File: config.mk
export PLATFORM = sky130hd
export DESIGN_NAME = cascaded_digit_counter
export DESIGN_NICKNAME = d
export VERILOG_FILES = /design/src/rtl/cascaded_digit_counter.sv
export SDC_FILE = /design/constraint.sdc
export NUM_CORES = 1
export LEC_CHECK = 0
export ABC_CLOCK_PERIOD_IN_PS = 4400
export CAP_MARGIN = 20
export CORE_MARGIN = 10
export CORE_UTILIZATION = 55
export DETAILED_ROUTE_END_ITERATION = 6
export MAX_ROUTING_LAYER = met4
export PLACE_DENSITY = 0.95
export REMOVE_ABC_BUFFERS = 1
export SETUP_SLACK_MARGIN = 0.2
export SKIP_LAST_GASP = 1
export SYNTH_ARGS = -nofsm -noshare
export SYNTH_HDL_FRONTEND = slang
export SYNTH_SLANG_ARGS = --single-unit
export TNS_END_PERCENT = 100
File: constraint.sdc
create_clock -name clk -period 4.4 [get_ports clk]
set_clock_uncertainty 0.2 [all_clocks]
set_input_delay 0.44 -clock clk [delete_from_list [all_inputs] [get_ports clk]]
set_output_delay 0.44 -clock clk [all_outputs]
set_load 0.05 [all_outputs]
File: src/rtl/cascaded_digit_counter.sv
// -----------------------------------------------------------------------------
// cascaded_digit_counter
//   NUM_DIGITS-digit up/down counter in radix BASE, one nybble per digit
//   (BCD when BASE=10). Digits are cascaded with lookahead carry/borrow, so a
//   full multi-digit rollover lands in a single cycle. Supports synchronous
//   parallel load with per-digit clamping, wrap or saturate at the terminal
//   value, and a registered terminal-event pulse plus sticky overflow flag.
//
// Ports
//   clk             rising-edge clock
//   rst             asynchronous active-low reset
//   enable          count one step this cycle
//   up_down         1 = increment, 0 = decrement
//   saturate        1 = hold at terminal value, 0 = wrap
//   load            synchronous parallel load (beats enable)
//   load_value      value to load, nybble i = digit i (clamped to BASE-1)
//   clear_sticky    clears overflow_sticky (a same-edge set wins)
//   count           current count, nybble i = digit i
//   digit_tc        bit i = digit i at its terminal value for up_down
//   terminal        all digits at terminal value (combinational)
//   tc_pulse        registered pulse: the previous edge took a terminal step
//   overflow_sticky set on every terminal step, held until cleared
// -----------------------------------------------------------------------------

// Per-digit next-state and terminal detect. Purely combinational; the digit
// flops live in the top so reset and the register bank stay in one place.
module cascaded_digit_counter_digit #(
   parameter int BASE = 10
) (
   input  logic [3:0] digit,
   input  logic       up_down,
   input  logic       load,
   input  logic [3:0] load_nyb,
   input  logic       step,
   output logic [3:0] digit_d,
   output logic       tc
);
   localparam logic [3:0] MAXD  = 4'(BASE - 1);
   localparam logic [4:0] BASE5 = 5'(BASE);

   always_comb begin
      tc      = up_down ? (digit == MAXD) : (digit == 4'd0);
      digit_d = digit;
      if (load) begin
         digit_d = ({1'b0, load_nyb} >= BASE5) ? MAXD : load_nyb;
      end else if (step) begin
         // Out-of-range values fall into the wrap branch so they cannot lock up.
         if (up_down) digit_d = (digit >= MAXD) ? 4'd0 : digit + 4'd1;
         else         digit_d = ((digit == 4'd0) || (digit > MAXD)) ? MAXD : digit - 4'd1;
      end
   end
endmodule

module cascaded_digit_counter #(
   parameter int BASE       = 10,
   parameter int NUM_DIGITS = 4
) (
   input  logic                    clk,
   input  logic                    rst,
   input  logic                    enable,
   input  logic                    up_down,
   input  logic                    saturate,
   input  logic                    load,
   input  logic [NUM_DIGITS*4-1:0] load_value,
   input  logic                    clear_sticky,
   output logic [NUM_DIGITS*4-1:0] count,
   output logic [NUM_DIGITS-1:0]   digit_tc,
   output logic                    terminal,
   output logic                    tc_pulse,
   output logic                    overflow_sticky
);
   logic [NUM_DIGITS-1:0][3:0] count_q, count_d, load_nyb;
   logic [NUM_DIGITS-1:0]      chg, step;
   logic                       term_step;
   logic                       tc_pulse_q, tc_pulse_d;
   logic                       sticky_q, sticky_d;

   assign load_nyb = load_value;
   assign terminal = &digit_tc;

   // Lookahead: digit i moves when every lower digit sits at its terminal
   // value. Each chg[i] is a direct AND of the lower tc bits, no ripple.
   always_comb begin
      for (int i = 0; i < NUM_DIGITS; i++) begin
         chg[i] = 1'b1;
         for (int j = 0; j < i; j++) chg[i] = chg[i] & digit_tc[j];
      end
   end

   // Saturating terminal step freezes every digit; otherwise the all-tc
   // lookahead makes every digit wrap together.
   always_comb begin
      term_step = enable & ~load & terminal;
      for (int i = 0; i < NUM_DIGITS; i++)
         step[i] = enable & ~load & chg[i] & ~(saturate & terminal);
   end

   for (genvar g = 0; g < NUM_DIGITS; g++) begin : g_digit
      cascaded_digit_counter_digit #(.BASE(BASE)) u_digit (
         .digit    (count_q[g]),
         .up_down  (up_down),
         .load     (load),
         .load_nyb (load_nyb[g]),
         .step     (step[g]),
         .digit_d  (count_d[g]),
         .tc       (digit_tc[g])
      );
   end

   always_comb begin
      tc_pulse_d = term_step;
      sticky_d   = sticky_q;
      if (clear_sticky) sticky_d = 1'b0;
      if (term_step)    sticky_d = 1'b1;
   end

   always_ff @(posedge clk or negedge rst) begin
      if (!rst) begin
         count_q    <= '0;
         tc_pulse_q <= 1'b0;
         sticky_q   <= 1'b0;
      end else begin
         count_q    <= count_d;
         tc_pulse_q <= tc_pulse_d;
         sticky_q   <= sticky_d;
      end
   end

   assign count           = count_q;
   assign tc_pulse        = tc_pulse_q;
   assign overflow_sticky = sticky_q;
endmodule

; ---- Yosys cells after proc, flatten, opt, wreduce, memory -nomap -nowiden
; Cells that the tools add are included.
[totals]
wordCells = 88
input_bits = 23
out_inout_bits = 23
regBits = 18
[op_classes]
n_eq_ne = 4
reduce_logical = 14
mux = 30
addsub = 8
magnitude_cmp = 12
bitwise = 14
[ops]
columns = operator, count
row1 = $mux 4, 24
row2 = $ge 4x4->1 const B, 8
row3 = $add 4x1->4 const B, 4
row4 = $eq 4x4->1 const B, 4
row5 = $gt 4x4->1 const B, 4
row6 = $logic_not 4->1, 4
row7 = $sub 4x1->4 const B, 4
row8 = $and 1x1->1, 12
row9 = $reduce_bool 2->1, 5
row10 = $mux 1, 6
row11 = $logic_or 1x1->1, 4
row12 = $reduce_and 4->1, 1
row13 = $not 1->1, 2

; ---- Longest topological paths before layout
[logic_depth]
depth_word = 8
depth_mapped = 7
mapped_depth_nobuf = 7

; ---- Hierarchy
; From an unflattened synthesis, not the netlist that was laid out.
[unflattened]
cells_unflattened = 257
hier_area_um2 = 1921.8
[modules_own_cells]
columns = mod, area_each_um2, seq_area_each_um2, cells_each, instances
row1 = cascaded_digit_counter_digit, 344.1, 0.0, 56, 4
row2 = cascaded_digit_counter, 545.5, 450.4, 33, 1

; ---- Worst setup path after synthesis
; No wires, ideal clock.
[synth_path]
path_kind = register -> output
startpoint = register count_q, in the netlist count[4]
endpoint = output port terminal
path_buffers = 0
slack_ns = 1.063
t_required_ns = 3.760
path_stages_with_launch = 6
t_arrival_ns = 2.697
cell_sequence = dfrtp_1 -> inv_1 -> ha_1 -> nor4b_1 -> o22ai_1 -> nor3_1
[synth_between]
elab_chain_len = 3
elab_cells_between_ends = 4
cone_classes = eq/ne: 1 / mux: 1 / reduce/logical: 2
[synth_rtl]
columns = element, line
row1 = "start, declared", 72  ; logic [NUM_DIGITS-1:0][3:0] count_q, count_d, load_nyb;
row2 = "start signal, assigned", 123  ; count_q <= count_d;
row3 = $eq 4x4->1 or $logic_not 4->1 (tied branches), 42  ; tc = up_down ? (digit == MAXD) : (digit == 4'd0);
row4 = $mux 1 *, 42
row5 = $reduce_and 4->1 *, 79  ; assign terminal = &digit_tc;
row6 = "end, declared", 68  ; output logic terminal,
; Mark *: on every way between the ends. The rest lies on a longest branch, timed or not.

; ---- Worst setup path after layout
[layout_path]
startpoint = input port up_down
endpoint = output port terminal
[layout_between]
elab_chain_len = 2
elab_cells_between_ends = 5
cone_classes = mux: 4 / reduce/logical: 1
[layout_rtl]
columns = element, line
row1 = "start, declared", 61  ; input logic up_down,
row2 = $mux 1, 42
row3 = $reduce_and 4->1 *, 79
; Marks and branches as above.

==> results.sh <==
export IMPL_synthesis_instances=248
export IMPL_grt_max_degree=24
export IMPL_yosys_register_bits=18
export IMPL_min_delay_path_depth=1
export IMPL_layout_area_overhead_vs_synth_pct=24.0
export IMPL_post_synth_main_area_contributors="dfrtp_1 22%, ha_1 9.8%, inv_1 4.6%"
export IMPL_place_inst=326
export IMPL_cts_root_to_sink_buffers=2
export IMPL_timing_final_crit_period_ns=3.90
export IMPL_synth_async_reset_ratio_pct=100
export IMPL_regToRegSetupSlack_ns=1.71
export IMPL_fp_row_count=22
export IMPL_critPathLaunchType="input port"
export IMPL_first_global_vias=2003
export IMPL_distinct_cells_synth=65
export IMPL_grt_pass1_wl_um=8940
export IMPL_hold_buffers=0
export IMPL_placement_setup_worst_slack_ns=0.471
export IMPL_grt_total_usage_pct=17.2
export IMPL_multi_input_area_mm2=0.00141
export IMPL_routed_via_count=2059
export IMPL_synth_top_area_cell="dfrtp_1"
export IMPL_cts_tree="done"
export IMPL_clock_sink_count=18
export IMPL_ctsHtreeMaxLevel=1
export IMPL_dominantRegCellSynth="dfrtp_1"
export IMPL_post_cts_setup_buffer_count=0
export IMPL_drt_first_iter_violations=168
export IMPL_utilization_pct=70.1
export IMPL_synth_most_common_cell="inv_1"
export IMPL_final_setup_vio_count=0
export IMPL_path_max_fanout=12
export IMPL_hold_viol_final=0
export IMPL_maxCapViolCount=0
export IMPL_fp_dieH_um=81.1
export IMPL_setup_tns_final_ns=0
export IMPL_drt_total_wl_um=5610
export IMPL_cts_root_buffer="clkbuf_8"
export IMPL_vias_per_cell=6.24
export IMPL_data_required_time_of_the_worst_path_ns=3.76
export IMPL_drive_above_1_share_pct=7.80
export IMPL_initial_utilization_pct=56.5
export IMPL_drc_errors=0
export IMPL_globalplace_congestion=0.936
export IMPL_overall_die_area_mm2=0.00658
export IMPL_critical_path_arrival_ns=3.26
export IMPL_cts_reportedPaths_clkPinSlew_ns=0.07
export IMPL_outcome="finished clean"
export IMPL_fp_dieW_um=81.1
export IMPL_fin_crit_sh_pct=88.5
export IMPL_avgSynthCellArea_um2=8.28
export IMPL_sequential_cell_area_um2=450
export IMPL_clock_latency_ns=0.26
export IMPL_dr_pass1_iters=4
export IMPL_design_final_nets=322
export IMPL_antenna_left=0
export IMPL_synth_top_area_share_pct=21.9
export IMPL_power_static_leakage_nw=1.04
export IMPL_wl_per_cell_um=17.0
export IMPL_place_port_buffers=45
export IMPL_antenna_fix_cells=0
export IMPL_max_slew_margin_pct=40.5
export IMPL_finalMaxSlewViolations=0
export IMPL_power_per_cell_area_mw_per_mm2=290
export IMPL_timing_critical_path_mode_cell="clkdlybuf4s50_1"
export IMPL_globalRouteOverflowTotal=0
export IMPL_timing_critical_path_cells="clkdlybuf4s50_1 > buf_4 > nor4b_2 > o22ai_1 > nor3_1 > clkdlybuf4s50_1"
export IMPL_synth_edff_count=0
export IMPL_clock_fmax_mhz=257
export IMPL_ioPinCount=46
export IMPL_final_worst_slack_ns=0.505
export IMPL_instances_no_fill=330
export IMPL_fin_hold_ws_ns=0.286
export IMPL_synthTopCellsByCount="25 x inv_1, 18 x dfrtp_1, 16 x ha_1, 16 x o21ai_0, 11 x nor2_1"
export IMPL_crit_slowest_cell="clkdlybuf4s50_1"
export IMPL_place_hpwl_um=4200
export IMPL_nFillCells=314
export IMPL_peakVddDrop_mv=0.162
export IMPL_grt_setup_unrepaired="false"
export IMPL_worst_r2r_cell_count=7
export IMPL_synth_area_mm2=0.00205
export IMPL_fp_coreArea_mm2=0.00363
export IMPL_cts_inserted_buffers=3
export IMPL_crit_type="in2out"
export IMPL_worst_margin_pin_slew_ns=0.890
export IMPL_max_stage_delay_ns=0.84
export IMPL_cts_resized=0
export IMPL_holdCritPathClass="reg2reg"
export IMPL_antenna_found_initial=0
export IMPL_endpoint_type_of_the_worst_setup_path="primary output"
export IMPL_synth_seq_area_share_pct=21.9
export IMPL_synth_yosys_warnings=0
## metal layers
layer	vias up	wire length [um]	GRT usage, %
met1	970	2420	20.2
met2	89	2720	28.7
met3	7	417	3.42
met5	-	0	-
li1	993	-	-
met4	0	59	6.06
## layout by cell type (no fill, tap or decap), types with 2 or more instances in the layout
master           synthesis  layout
a21o_1                   5       5
o21ai_1                  3       3
nor3b_1                 10      10
o211ai_1                 2       2
buf_4                    4       3
nand2_1                  9       9
o22ai_1                  5       5
o21ai_0                 16      16
or3_1                    3       3
ha_1                    16      16
nor4b_2                  2       3
a21oi_1                 10      10
nor3_1                   4       4
a211oi_1                 5       5
clkbuf_8                 0       4
nor2_1                  11      11
nand3_1                  6       6
a31oi_1                  5       5
a311oi_1                 2       2
a2bb2oi_1                5       5
nor4_1                   3       3
nand2b_1                 6       6
inv_1                   25      25
a22oi_1                  2       2
and4b_1                  3       3
o2111ai_1                2       2
o21bai_1                 5       5
nand3b_1                 2       2
o2bb2ai_1                3       3
nor2b_1                  4       4
o21a_1                   2       2
mux2i_1                  7       7
clkdlybuf4s50_1          0      45
dfrtp_1                 18      18
## power breakdown
group          internal, mW  switching [mW]  total (mW)
registers             0.182          0.0442       0.227
clock network        0.0798          0.0641       0.144
logic                 0.149           0.219       0.368
## path summary, 6_finish.rpt
check	to	startpoint
worst max-delay path	terminal	up_down
worst min-delay path	overflow_sticky$_DFFE_PN0P_	overflow_sticky$_DFFE_PN0P_
worst max register to register	count[6]$_DFFE_PN0P_	count[8]$_DFFE_PN0P_
worst min register to register	overflow_sticky$_DFFE_PN0P_	overflow_sticky$_DFFE_PN0P_
max in group asynchronous	overflow_sticky$_DFFE_PN0P_	rst
min in group asynchronous	tc_pulse$_DFF_PN0_	rst
## cell type report
class / count / share of cell area, %
inverters: 25 / 3.69
multi-input cells: 187 / 55.5
flip-flops and latches: 18 / 17.7
repair buffers: 48 / 18.6
clock buffers: 4 / 2.16
well taps: 48 / 2.36
## critical path, delay by kind of cell
kind                   cells  cell delay, ns
buffers and inverters      3            1.79
and+or+nand+nor            2            0.70
AOI/OAI and AO/OA          1            0.32
## sequential cells by signal, indices dropped and copies added, names as in the netlist
signal / cells
count: 16
tc_pulse: 1
overflow_sticky: 1
## cell families (layout without fill, tap and decap cells)
kind of cell | Yosys count | after routing | share of synthesized area (%)
AO/OA/AOI/OAI | 92 | 92 | 33.3
XOR/XNOR | 2 | 2 | 0.853
adder cells (fa/ha/maj) | 16 | 16 | 9.75
buffers and inverters | 43 | 77 | 9.51
flip-flops | 18 | 18 | 21.9
multiplexers | 7 | 7 | 3.41
AND/OR/NAND/NOR | 70 | 70 | 21.3
## stage by stage
step                power (mW)  instance area, um^2
finish                   0.738                 2550
global route             0.780                 2550
CTS                      0.736                 2540
detailed placement       0.591                 2480
global placement         0.581                 2480
floorplan                0.464                 1950
No activity file was read; power rests on OpenSTA's default activity.
